<file path="src/rtl/fc_pkg.sv">
// fc_pkg: constants and helpers shared by the FC output path and FC controller.
//   LANES           - byte lanes per output stream word
//   INT8_MAX/MIN    - requantization saturation limits
//   keep_mask()     - byte-count to keep-mask lookup
//   out_state_t     - output register state
package fc_pkg;

    localparam int unsigned LANES    = 4;
    localparam int          INT8_MAX = 127;
    localparam int          INT8_MIN = -128;

    typedef enum logic {
        IDLE_OUT,
        HOLD_OUT
    } out_state_t;

    // Ones in lanes 0..nbytes-1.
    function automatic logic [LANES-1:0] keep_mask(input logic [2:0] nbytes);
        logic [LANES-1:0] m;
        case (nbytes)
            3'd1:    m = 4'b0001;
            3'd2:    m = 4'b0011;
            3'd3:    m = 4'b0111;
            3'd4:    m = 4'b1111;
            default: m = '0;
        endcase
        return m;
    endfunction

endpackage

</file>
<file path="src/rtl/fc_requant.sv">
// fc_requant: combinational requantization of one FC accumulator to int8.
//   acc     - signed accumulator (bias included)
//   relu_en - clamp negative results to zero
//   q8      - saturated int8 result
module fc_requant
    import fc_pkg::*;
#(
    parameter int ACC_WIDTH = 32,
    parameter int SHIFT     = 8
) (
    input  logic signed [ACC_WIDTH-1:0] acc,
    input  logic                        relu_en,
    output logic        [7:0]           q8
);

    localparam logic signed [ACC_WIDTH-1:0] SAT_HI = ACC_WIDTH'(INT8_MAX);
    localparam logic signed [ACC_WIDTH-1:0] SAT_LO = ACC_WIDTH'(INT8_MIN);

    logic signed [ACC_WIDTH-1:0] shifted;
    logic signed [ACC_WIDTH-1:0] rectified;

    always_comb begin
        shifted   = acc >>> SHIFT;
        rectified = (relu_en && shifted[ACC_WIDTH-1]) ? '0 : shifted;
        if (rectified > SAT_HI) begin
            q8 = SAT_HI[7:0];
        end else if (rectified < SAT_LO) begin
            q8 = SAT_LO[7:0];
        end else begin
            q8 = rectified[7:0];
        end
    end

endmodule

</file>
<file path="src/rtl/fc_output_packer.sv">
// fc_output_packer: requantizes FC accumulator beats to int8 and packs them
// four per word onto an AXI4-Stream master. A vector of NUM_NEURONS results
// ends with a possibly short word flagged by m_axis_last.
//   axi_clk, axi_reset_n            - clock, async active-low reset
//   in_valid, in_data, in_ready     - accumulator input handshake
//   relu_en                         - ReLU enable, sampled per beat
//   m_axis_valid/data/ready/last/keep - packed int8 output stream
module fc_output_packer
    import fc_pkg::*;
#(
    parameter int AXI_BUS_WIDTH = 32,
    parameter int ACC_WIDTH     = 32,
    parameter int NUM_NEURONS   = 10,
    parameter int SHIFT         = 8
) (
    input  logic                     axi_clk,
    input  logic                     axi_reset_n,
    input  logic                     in_valid,
    input  logic [ACC_WIDTH-1:0]     in_data,
    output logic                     in_ready,
    input  logic                     relu_en,
    output logic                     m_axis_valid,
    output logic [AXI_BUS_WIDTH-1:0] m_axis_data,
    input  logic                     m_axis_ready,
    output logic                     m_axis_last,
    output logic [3:0]               m_axis_keep
);

    localparam int              NW          = 12;
    localparam logic [NW-1:0]   LAST_NEURON = NW'(NUM_NEURONS - 1);

    logic [1:0]               lane_cnt;
    logic [NW-1:0]            neuron_cnt;
    logic [AXI_BUS_WIDTH-1:0] pack_q;
    logic [AXI_BUS_WIDTH-1:0] out_data_q;
    logic [3:0]               out_keep_q;
    logic                     out_last_q;
    logic                     ready_en_q;
    out_state_t               state_q;
    out_state_t               state_d;

    logic [7:0]               q8;
    logic                     last_beat;
    logic                     closing;
    logic                     accept;
    logic                     load;
    logic [AXI_BUS_WIDTH-1:0] word_d;

    fc_requant #(
        .ACC_WIDTH (ACC_WIDTH),
        .SHIFT     (SHIFT)
    ) u_requant (
        .acc     (in_data),
        .relu_en (relu_en),
        .q8      (q8)
    );

    assign last_beat = (neuron_cnt == LAST_NEURON);
    assign closing   = (lane_cnt == 2'd3) || last_beat;
    // ready_en_q holds in_ready low through reset and for no longer.
    assign in_ready  = ready_en_q && !(closing && m_axis_valid && !m_axis_ready);
    assign accept    = in_valid && in_ready;
    assign load      = accept && closing;

    // Pack register lanes above the current one are always zero, so a
    // closing word carries zeros in its unused lanes.
    always_comb begin
        word_d                        = pack_q;
        word_d[{lane_cnt, 3'b000} +: 8] = q8;
    end

    always_ff @(posedge axi_clk or negedge axi_reset_n) begin
        if (!axi_reset_n) begin
            ready_en_q <= 1'b0;
            lane_cnt   <= '0;
            neuron_cnt <= '0;
            pack_q     <= '0;
        end else begin
            ready_en_q <= 1'b1;
            if (accept) begin
                if (closing) begin
                    lane_cnt <= '0;
                    pack_q   <= '0;
                end else begin
                    lane_cnt <= lane_cnt + 2'd1;
                    pack_q   <= word_d;
                end
                neuron_cnt <= last_beat ? '0 : neuron_cnt + NW'(1);
            end
        end
    end

    always_ff @(posedge axi_clk or negedge axi_reset_n) begin
        if (!axi_reset_n) begin
            out_data_q <= '0;
            out_keep_q <= '0;
            out_last_q <= 1'b0;
        end else if (load) begin
            out_data_q <= word_d;
            out_keep_q <= keep_mask({1'b0, lane_cnt} + 3'd1);
            out_last_q <= last_beat;
        end
    end

    always_ff @(posedge axi_clk or negedge axi_reset_n) begin
        if (!axi_reset_n) begin
            state_q <= IDLE_OUT;
        end else begin
            state_q <= state_d;
        end
    end

    // A load while holding is only possible when the held word drains in the
    // same cycle, so the output stays valid without a bubble.
    always_comb begin
        state_d = state_q;
        case (state_q)
            IDLE_OUT: if (load) state_d = HOLD_OUT;
            HOLD_OUT: if (!load && m_axis_ready) state_d = IDLE_OUT;
            default:  state_d = IDLE_OUT;
        endcase
    end

    always_comb begin
        m_axis_valid = (state_q == HOLD_OUT);
        m_axis_data  = out_data_q;
        m_axis_keep  = out_keep_q;
        m_axis_last  = out_last_q;
    end

endmodule

</file>
<file path="config.mk">
export PLATFORM = sky130hd
export DESIGN_NAME = fc_output_packer
export DESIGN_NICKNAME = d
export VERILOG_FILES = /design/src/rtl/fc_pkg.sv /design/src/rtl/fc_requant.sv /design/src/rtl/fc_output_packer.sv
export SDC_FILE = /design/constraint.sdc
export NUM_CORES = 1
export LEC_CHECK = 0
export ABC_AREA = 1
export CAP_MARGIN = 20
export CORE_UTILIZATION = 55
export CTS_BUF_LIST = sky130_fd_sc_hd__clkbuf_8
export DETAILED_ROUTE_END_ITERATION = 8
export HOLD_SLACK_MARGIN = 0.05
export PLACE_DENSITY_LB_ADDON = 0.3
export SYNTH_ARGS = -nofsm -noshare
export SYNTH_HDL_FRONTEND = slang
export SYNTH_SLANG_ARGS = --single-unit
</file>
<file path="constraint.sdc">
create_clock -name axi_clk -period 3 [get_ports axi_clk]
set_clock_uncertainty 0.15 [all_clocks]
set_input_delay 0.6 -clock axi_clk [delete_from_list [all_inputs] [get_ports axi_clk]]
set_output_delay 0.6 -clock axi_clk [all_outputs]
set_load 0.01 [all_outputs]
</file>
Word level (Yosys, flattened, before mapping)
Index checks and enable logic that the tools add are counted.
- muxes and demuxes: 11
- bitwise operators: 1
- reduce and logical (&&, ||, !) cells: 11
- order comparisons: 2
- equal/unequal tests: 6
- $add $sub $neg: 4
- shift-type cells: 2
- operators with widths (cell ; number):
    $mux 32 ; 2
    $bwmux 32 ; 1
    $gt 32x8->1 const B ; 1
    $lt 32x8->1 const B ; 1
    $shift 8x7->32 const A ; 1
    $shiftx 8x7->32 ; 1
    $mux 8 ; 2
    $pmux 4 s4 ; 1
    $add 12x1->12 const B ; 1
    $eq 12x4->1 const B ; 1
    $mux 12 ; 1
    $logic_and 1x1->1 ; 7
    $neg 5->7 ; 1
    $eq 3x2->1 const B ; 2
    $add 2x1->3 const B ; 1
    $eq 3x1->1 const B ; 1
    $eq 3x3->1 const B ; 1
    $logic_not 1->1 ; 3
    $add 2x1->2 const B ; 1
    $eq 2x2->1 const B ; 1
    $mux 1 ; 2
    $mux 2 ; 1
    $pmux 1 s2 ; 1
    $logic_or 1x1->1 ; 1
    $not 1->1 ; 1
- output and inout bits: 39
- register bits: 85
- bits of input ports: 37
- word-level logic and storage cells: 45

Longest topological paths before layout
Gate-level depths: netlist of run 1.
- depth after elaboration: 12
- mapped depth: 12
- depth with buffers taken out: 10

Modules after synthesis
Synthesis of run 1 repeated with hierarchy kept, for this count alone.
- cell total of the unflattened synthesis: 622
- area total of the unflattened synthesis: 4595.7 um2
- by module, submodules not included (module ; sequential area each (um2) ; instances ; cells an instance ; area each (um2)):
    fc_output_packer ; 2127.0 ; 1 ; 559 ; 4346.7
    fc_requant ; 0.0 ; 1 ; 63 ; 249.0

Least setup slack after synthesis of run 1
Ideal clock, no wire load.
- kind: register to register
- from: reg lane_cnt[0]
- to: reg pack_q[23]
- period minus slack after synthesis: 2.123 ns
- arrival time: 1.889 ns
- cell stages (with the launch flop): 8
- library setup time: 0.083 ns
- data required time: 2.767 ns
- path buffers: 1
- path slack: 0.877 ns
- path through: dfrtp_1 -> buf_2 -> inv_1 -> ha_1 -> inv_1 -> nor3_1 -> a22oi_1 -> o21ai_0
- longest elaborated chain between the ends: 7
- elaborated cells on any way between the ends: 12
- those cells by class: add/sub (1); eq/ne (1); shift (2); mux (2); reduce/logical (6)
- RTL lines (item ; RTL line ; RTL):
    from (decl) ; fc_output_packer.sv:32 ; logic [1:0] lane_cnt;
    from (signal assigned) ; fc_output_packer.sv:85 ; lane_cnt <= lane_cnt + 2'd1;
    branches (longest 7 deep; another with $neg 5->7) ; - ;
    to (signal assigned) ; fc_output_packer.sv:86 ; pack_q <= word_d;
    to (decl) ; fc_output_packer.sv:34 ; logic [AXI_BUS_WIDTH-1:0] pack_q;
Parallel ways; which one is timed is not known.
A chain may end at the register's enable or synchronous reset.

Worst setup path after layout of run 1
- from: reg neuron_cnt[0]
- to: out in_ready
- longest elaborated chain between the ends: 6
- RTL lines (item ; RTL line ; RTL):
    from (decl) ; fc_output_packer.sv:33 ; logic [NW-1:0] neuron_cnt;
    from (signal assigned) ; fc_output_packer.sv:88 ; neuron_cnt <= last_beat ? '0 : neuron_cnt + NW'(1);
    $eq 12x4->1 ; fc_output_packer.sv:58 ; assign last_beat = (neuron_cnt == LAST_NEURON);
    $logic_or 1x1->1 ; fc_output_packer.sv:59 ; assign closing = (lane_cnt == 2'd3) || last_beat;
    $logic_and 1x1->1 (2 in a row) ; fc_output_packer.sv:61 ; assign in_ready = ready_en_q && !(closing && m_axis_valid && !m_axis_ready);
    $logic_not 1->1 ; fc_output_packer.sv:61 ;
    $logic_and 1x1->1 ; fc_output_packer.sv:61 ;
    to (decl) ; fc_output_packer.sv:20 ; output logic in_ready,
Every way passes these cells.

==> results of run 1 <==
worst max-delay path by stage:
stage and to:
2_1_floorplan pack_q[23], 3_3_place_gp in_ready, 3_5_place_dp in_ready, 4_1_cts in_ready, 5_1_grt in_ready, 6_report in_ready
kinds of logic (layout without fill, tap and decap cells):
family | after synthesis | in the layout | synth area share
simple gates | 384 | 384 | 0.350
flops | 85 | 85 | 0.475
buf+inv | 64 | 132 | 0.0765
compound gates | 33 | 33 | 0.0528
fa+ha+maj | 10 | 10 | 0.0279
xor+xnor | 9 | 9 | 0.0176
other cells | 1 | 1 | 0.000837
sequential cells by signal, summed over array words and instances, names as in the netlist:
signal	count
ready_en_q	1
m_axis_valid	1
m_axis_data	32
m_axis_keep	4
m_axis_last	1
neuron_cnt	12
pack_q	32
lane_cnt	2
placed cells by master, fill, tap and decap left out:
cell type and n:
inv_6 2, clkinvlp_4 2, nand4_2 2, dfrtp_1 84, nand2_2 1, buf_12 1, inv_2 2, nand3_1 18
clkbuf_8 9, clkinv_4 1, inv_1 38, a22oi_1 3, or2_2 2, conb_1 1, nor2_1 32, buf_4 7
dfrtp_2 1, a21boi_4 1, o21ai_0 10, nand2_1 301, clkdlybuf4s50_1 66, nand4_1 17, o21ai_1 5, o21ai_2 13
nor4_2 1, clkinv_1 2, nand2_4 2, inv_8 1, bufinv_16 1, ha_1 10, nor4_1 2, nor3_1 6
o22ai_1 1, xor2_1 9
through the flow:
step	instance area, sq um	hold slack [ns]	total power, W	cells
after floorplan	4480	0.154	0.00254	586
after global placement	5160	0.303	0.00306	740
after detailed placement	5160	0.309	0.00312	740
after CTS	5360	0.122	0.00398	756
after global routing	5370	0.149	0.00424	756
final	5370	0.104	0.00396	756
area by class of cell:
type | count | share of cell area
flip-flops and latches | 85 | 0.397
well taps | 102 | 0.0238
repair buffers | 74 | 0.137
inverters | 42 | 0.0294
clock buffers | 9 | 0.0231
multi-input cells | 437 | 0.375
clock inverters | 7 | 0.0154
per-layer routing:
layer  vias to the layer above  part of all wire  routed length, um  global-route usage
li1                       1948                 -                  -                   -
met1                      1875              0.43               4310               0.341
met2                       135              0.50               4950               0.423
met3                        14             0.056                559              0.0456
met4                         0             0.015                145              0.0859
met5                         -                 0                  0                   0
worst max-delay path, delay by kind of cell, from the launching register on:
kind            cells  cell delay [ns]
flops               1             0.46
compound gates      1             0.16
fa+ha+maj           1             0.22
buf+inv             1             0.55
simple gates        4             0.35
power by group through the flow:
stage               logic, W  registers, W  clock network, W
global route         0.00165       0.00168          0.000910
CTS                  0.00147       0.00164          0.000861
finish               0.00147       0.00164          0.000853
floorplan           0.000835       0.00171                 0
global placement     0.00141       0.00165                 0
detailed placement   0.00146       0.00166                 0
timing repair:
action                     CTS  global route
setup endpoints to repair    0             1
gates resized for setup      0             1
setup buffers                0             0
==> impl_metrics.toml, run 1 <==
[synthesis]
synth-async-reset-ratio = 1.00
synth.most_common_cell = "nand2_1"
syn-num-nets = 633
netlist_area_sq_mm = 0.00448
syn_inst = 586
yosys_most_used_dff = "dfrtp_1"
ys_top_cells_by_count = "nand2_1 (301), dfrtp_1 (85), inv_1 (38), nor2_1 (32), nand3_1 (18)"
synth_top_area_cell = "dfrtp_1"
yosysSeqAreaShare = 0.475
synth_edf_count = 0
yosys_warnings = 0
avgSynthCellArea_sq_um = 7.65
ys_ff_latch = 85
ys_types = 29
synth.top_cell.area_share = 0.475
netlist_top_cells_area = "dfrtp_1 (47%), nand2_1 (25%), inv_1 (3.2%)"

[placement]
place_worst_setup_slack_ns = 0.332
dp_hpwl_mm = 7.00
port_buffers = 67
gp_congestion = 0.864

[clock_network]
numCtsBuffers = 9
clockRootBuffer = "clkbuf_8"
tritoncts = "done"
clockBufferDepth = 2
clock_latency_ns = 0.37
cts_max_level = 3
path_clk_slew_ns = 0.09
numClockSinks = 85
cts_hold_buf = 0

[power]
switching_share = 0.378
ir_worst_vdd_mv = 0.357
pwr-share-seq = 0.415
p_comb_frac = 0.370
p_switching_w = 0.00150
intPower_w = 0.00246
p_leak_nw = 2.79
power.density_mw_per_mm2 = 739
clockPowerShare = 0.215

[route]
routed_wl_mm = 9.97
viasPerCell = 5.25
wl_per_cell_um = 13.2
ant_nets = 0
drc = 0
vias = 3972
drtPass1Iterations = 5
first_iter_violations = 222

[final_layout]
multi_input_area_sq_mm = 0.00201
nFillCells = 645
ff_latch_area_sq_mm = 0.00213
area_delta_synth_final_pct = 19.7
diodes = 0
nets = 696
drive_gt1_frac = 0.0749
final_util = 0.687

[global_route]
grt.total_usage = 0.256
grt_pass1_wl_mm = 17.2
grt_pass1_vias = 3754
overflow = 0
grt_max_degree = 54
antenna_found_initial = 0

[critical_path]
startpoint = "neuron_cnt[0]"
cp_max_fo = 7
cp-start-kind = "flop"
critical_path.max_stage_delay_ns = 0.55
arrival_ns = 2.11
rr_endpoint = "pack_q[10]"
worstPathCellList = "ha_1 > nand3_1 > nor2_1 > nand2_2 > nand2_4 > a21boi_4 > clkdlybuf4s50_1"
reg2reg_depth = 11
cp-end-kind = "output pin"
cp.required_ns = 2.25
worstSetupPathType = "reg -> out"
worstReg2RegStart = "neuron_cnt[1]"
slowest_stage = "clkdlybuf4s50_1"
r2r_slack_ns = 0.73

[sta]
fin_crit_sh = 0.954
hold_violations = 0
finalSetupTns_ns = 0
max_freq_mhz = 349
relSlewSlack = 0.579
postLayoutSetupSlackWorst_ns = 0.137
tightest_slew_ns = 0.632
final_max_slew_viol_count = 0
grt_setup_unrepaired = "false"
fin_crit_ns = 2.86
finalSetupViolCount = 0

[floorplanning]
core_sq_mm = 0.00781
die_y_um = 92.3
dieArea_sq_mm = 0.00851
die_x_um = 92.3
io_pins = 76
initial_core_util = 0.574
core.rowCount = 32

[status]
status = "completed"

[worst_hold_path]
hp-class = "in -> async"

[job]
maxCapViolCount = 0
Note: power is estimated with default switching activity, not from simulation.
==> run 2: changes to the inputs <==
GPL_TIMING_DRIVEN = 1   (was unset)
PLACE_DENSITY = 0.78   (was unset)
PLACE_DENSITY_LB_ADDON = unset   (was 0.3)
==> impl_metrics.toml, run 2 (synthesis gave the netlist of run 1 again) <==
[sta]
finalSetupViolCount = 0
finalSetupTns_ns = 0
grt_setup_unrepaired = "false"
hold_violations = 0
tightest_slew_ns = 0.639
fin_crit_ns = 2.88
relSlewSlack = 0.574
fin_crit_sh = 0.960
final_max_slew_viol_count = 0
max_freq_mhz = 347

[global_route]
grt_pass1_vias = 3941
grt.total_usage = 0.269
antenna_found_initial = 0
overflow = 0
grt_max_degree = 54
grt_pass1_wl_mm = 18.1

[final_layout]
fin_cells = 755
final_util = 0.688
nets = 696
mostFrequentLayoutCell = "nand2_1"
drive_gt1_frac = 0.0704
layout_common_cells = "nand2_1 (301), dfrtp_1 (85), clkdlybuf4s50_1 (66)"
diodes = 0
area_delta_synth_final_pct = 19.8

[route]
drtPass1Iterations = 4
routed_wl_mm = 10.2
drc = 0
viasPerCell = 5.10
wl_per_cell_um = 13.6
vias = 3847
first_iter_violations = 354
ant_nets = 0

[floorplanning]
initial_core_util = 0.574
dieArea_sq_mm = 0.00851
core.rowCount = 32
die_y_um = 92.3
core_sq_mm = 0.00781
die_x_um = 92.3
io_pins = 76

[critical_path]
critPathBufInv = 1
crit_family = "buffers and inverters"
worstSetupPathType = "reg -> out"
critical_path.max_stage_delay_ns = 0.54
arrival_ns = 2.13
worstPathCellList = "ha_1 > nand3_1 > nor2_1 > nand2_2 > nand2_4 > a21boi_4 > clkdlybuf4s50_1"
cp-start-kind = "flop"
slowest_stage = "clkdlybuf4s50_1"
cp-end-kind = "output pin"
cp.required_ns = 2.25
cp_max_fo = 7

[placement]
placedCellCount = 739
dp_hpwl_mm = 7.23
port_buffers = 67
gp_congestion = 0.870

[power]
p_leak_nw = 2.80
ir_worst_vdd_mv = 0.404
power.density_mw_per_mm2 = 746

[worst_hold_path]
hp-class = "in -> async"

[clock_network]
tritoncts = "done"
cts_max_level = 3
clockBufferDepth = 2
clockRootBuffer = "clkbuf_8"
clock_latency_ns = 0.35
numClockSinks = 85
cts_hold_buf = 0
path_clk_slew_ns = 0.09
numCtsBuffers = 9

[status]
status = "completed"

[job]
maxCapViolCount = 0
run 2: cell count changes in the layout (fill, tap and decap cells not counted):
cell,delta
bufinv_16,+1
clkinvlp_4,-1
dfrtp_1,+1
dfrtp_2,-1
inv_1,+1
inv_6,-1
inv_8,-1
run 2: per-layer routing:
metal,routed length [um],GRT usage,part of all wire
met5,0,0,0
met4,133,0.103,0.013
met3,549,0.0448,0.054
met2,4990,0.445,0.49
met1,4580,0.354,0.45
run 2: path summary, 6_finish.rpt:
check | startpoint | end | slack [ns] | cells past startpoint
setup / recovery | neuron_cnt[0] | in_ready | 0.12 | 7
hold / removal | axi_reset_n | neuron_cnt[3] | 0.04 | 1
setup reg to reg | neuron_cnt[0] | neuron_cnt[9] | 0.67 | 10
min in group axi_clk | pack_q[18] | pack_q[18] | 0.33 | 2
hold reg to reg | pack_q[18] | pack_q[18] | 0.33 | 2
max in group asynchronous | axi_reset_n | pack_q[19] | 2.01 | 2
run 2: stage by stage:
step | instance area [sq um] | hold WS [ns] | setup WS, ns | power, W
after global placement | 5150 | 0.303 | 0.290 | 0.00306
final | 5370 | 0.0415 | 0.120 | 0.00401
after CTS | 5370 | 0.0509 | 0.104 | 0.00403
after detailed placement | 5150 | 0.309 | 0.284 | 0.00313
after floorplan | 4480 | 0.154 | 0.877 | 0.00254
after global routing | 5370 | 0.0752 | 0.00665 | 0.00428
run 2: power breakdown:
part / leakage [nW] / internal, W / switching [W]
clock network: 0.107 / 0.000466 / 0.000428
logic: 1.53 / 0.000611 / 0.000854
registers: 1.16 / 0.00145 / 0.000197
run 2: layout make-up:
cell class / instances / area (sq um)
Clock buffer: 9 / 124
Clock inverter: 6 / 88.8
Fill cell: 660 / 2440
Inverter: 42 / 158
Multi-Input combinational cell: 437 / 2010
Sequential cell: 85 / 2130
Tap cell: 102 / 128
Timing Repair Buffer: 74 / 733
run 2: worst reg2reg max path, delay by kind of cell (launching register included):
family	cells	cell delay, ns
buffers and inverters	1	0.17
adders and majority gates	1	0.20
DFF	1	0.46
and+or+nand+nor	6	1.09
AOI/OAI and AO/OA	2	0.16
run 2: repair_timing:
action | CTS | global route
endpoints found under the setup margin | 1 | 0
setup buffers | 1 | 0
gates resized for setup | 0 | 0
endpoints found under the hold margin | 0 | 0
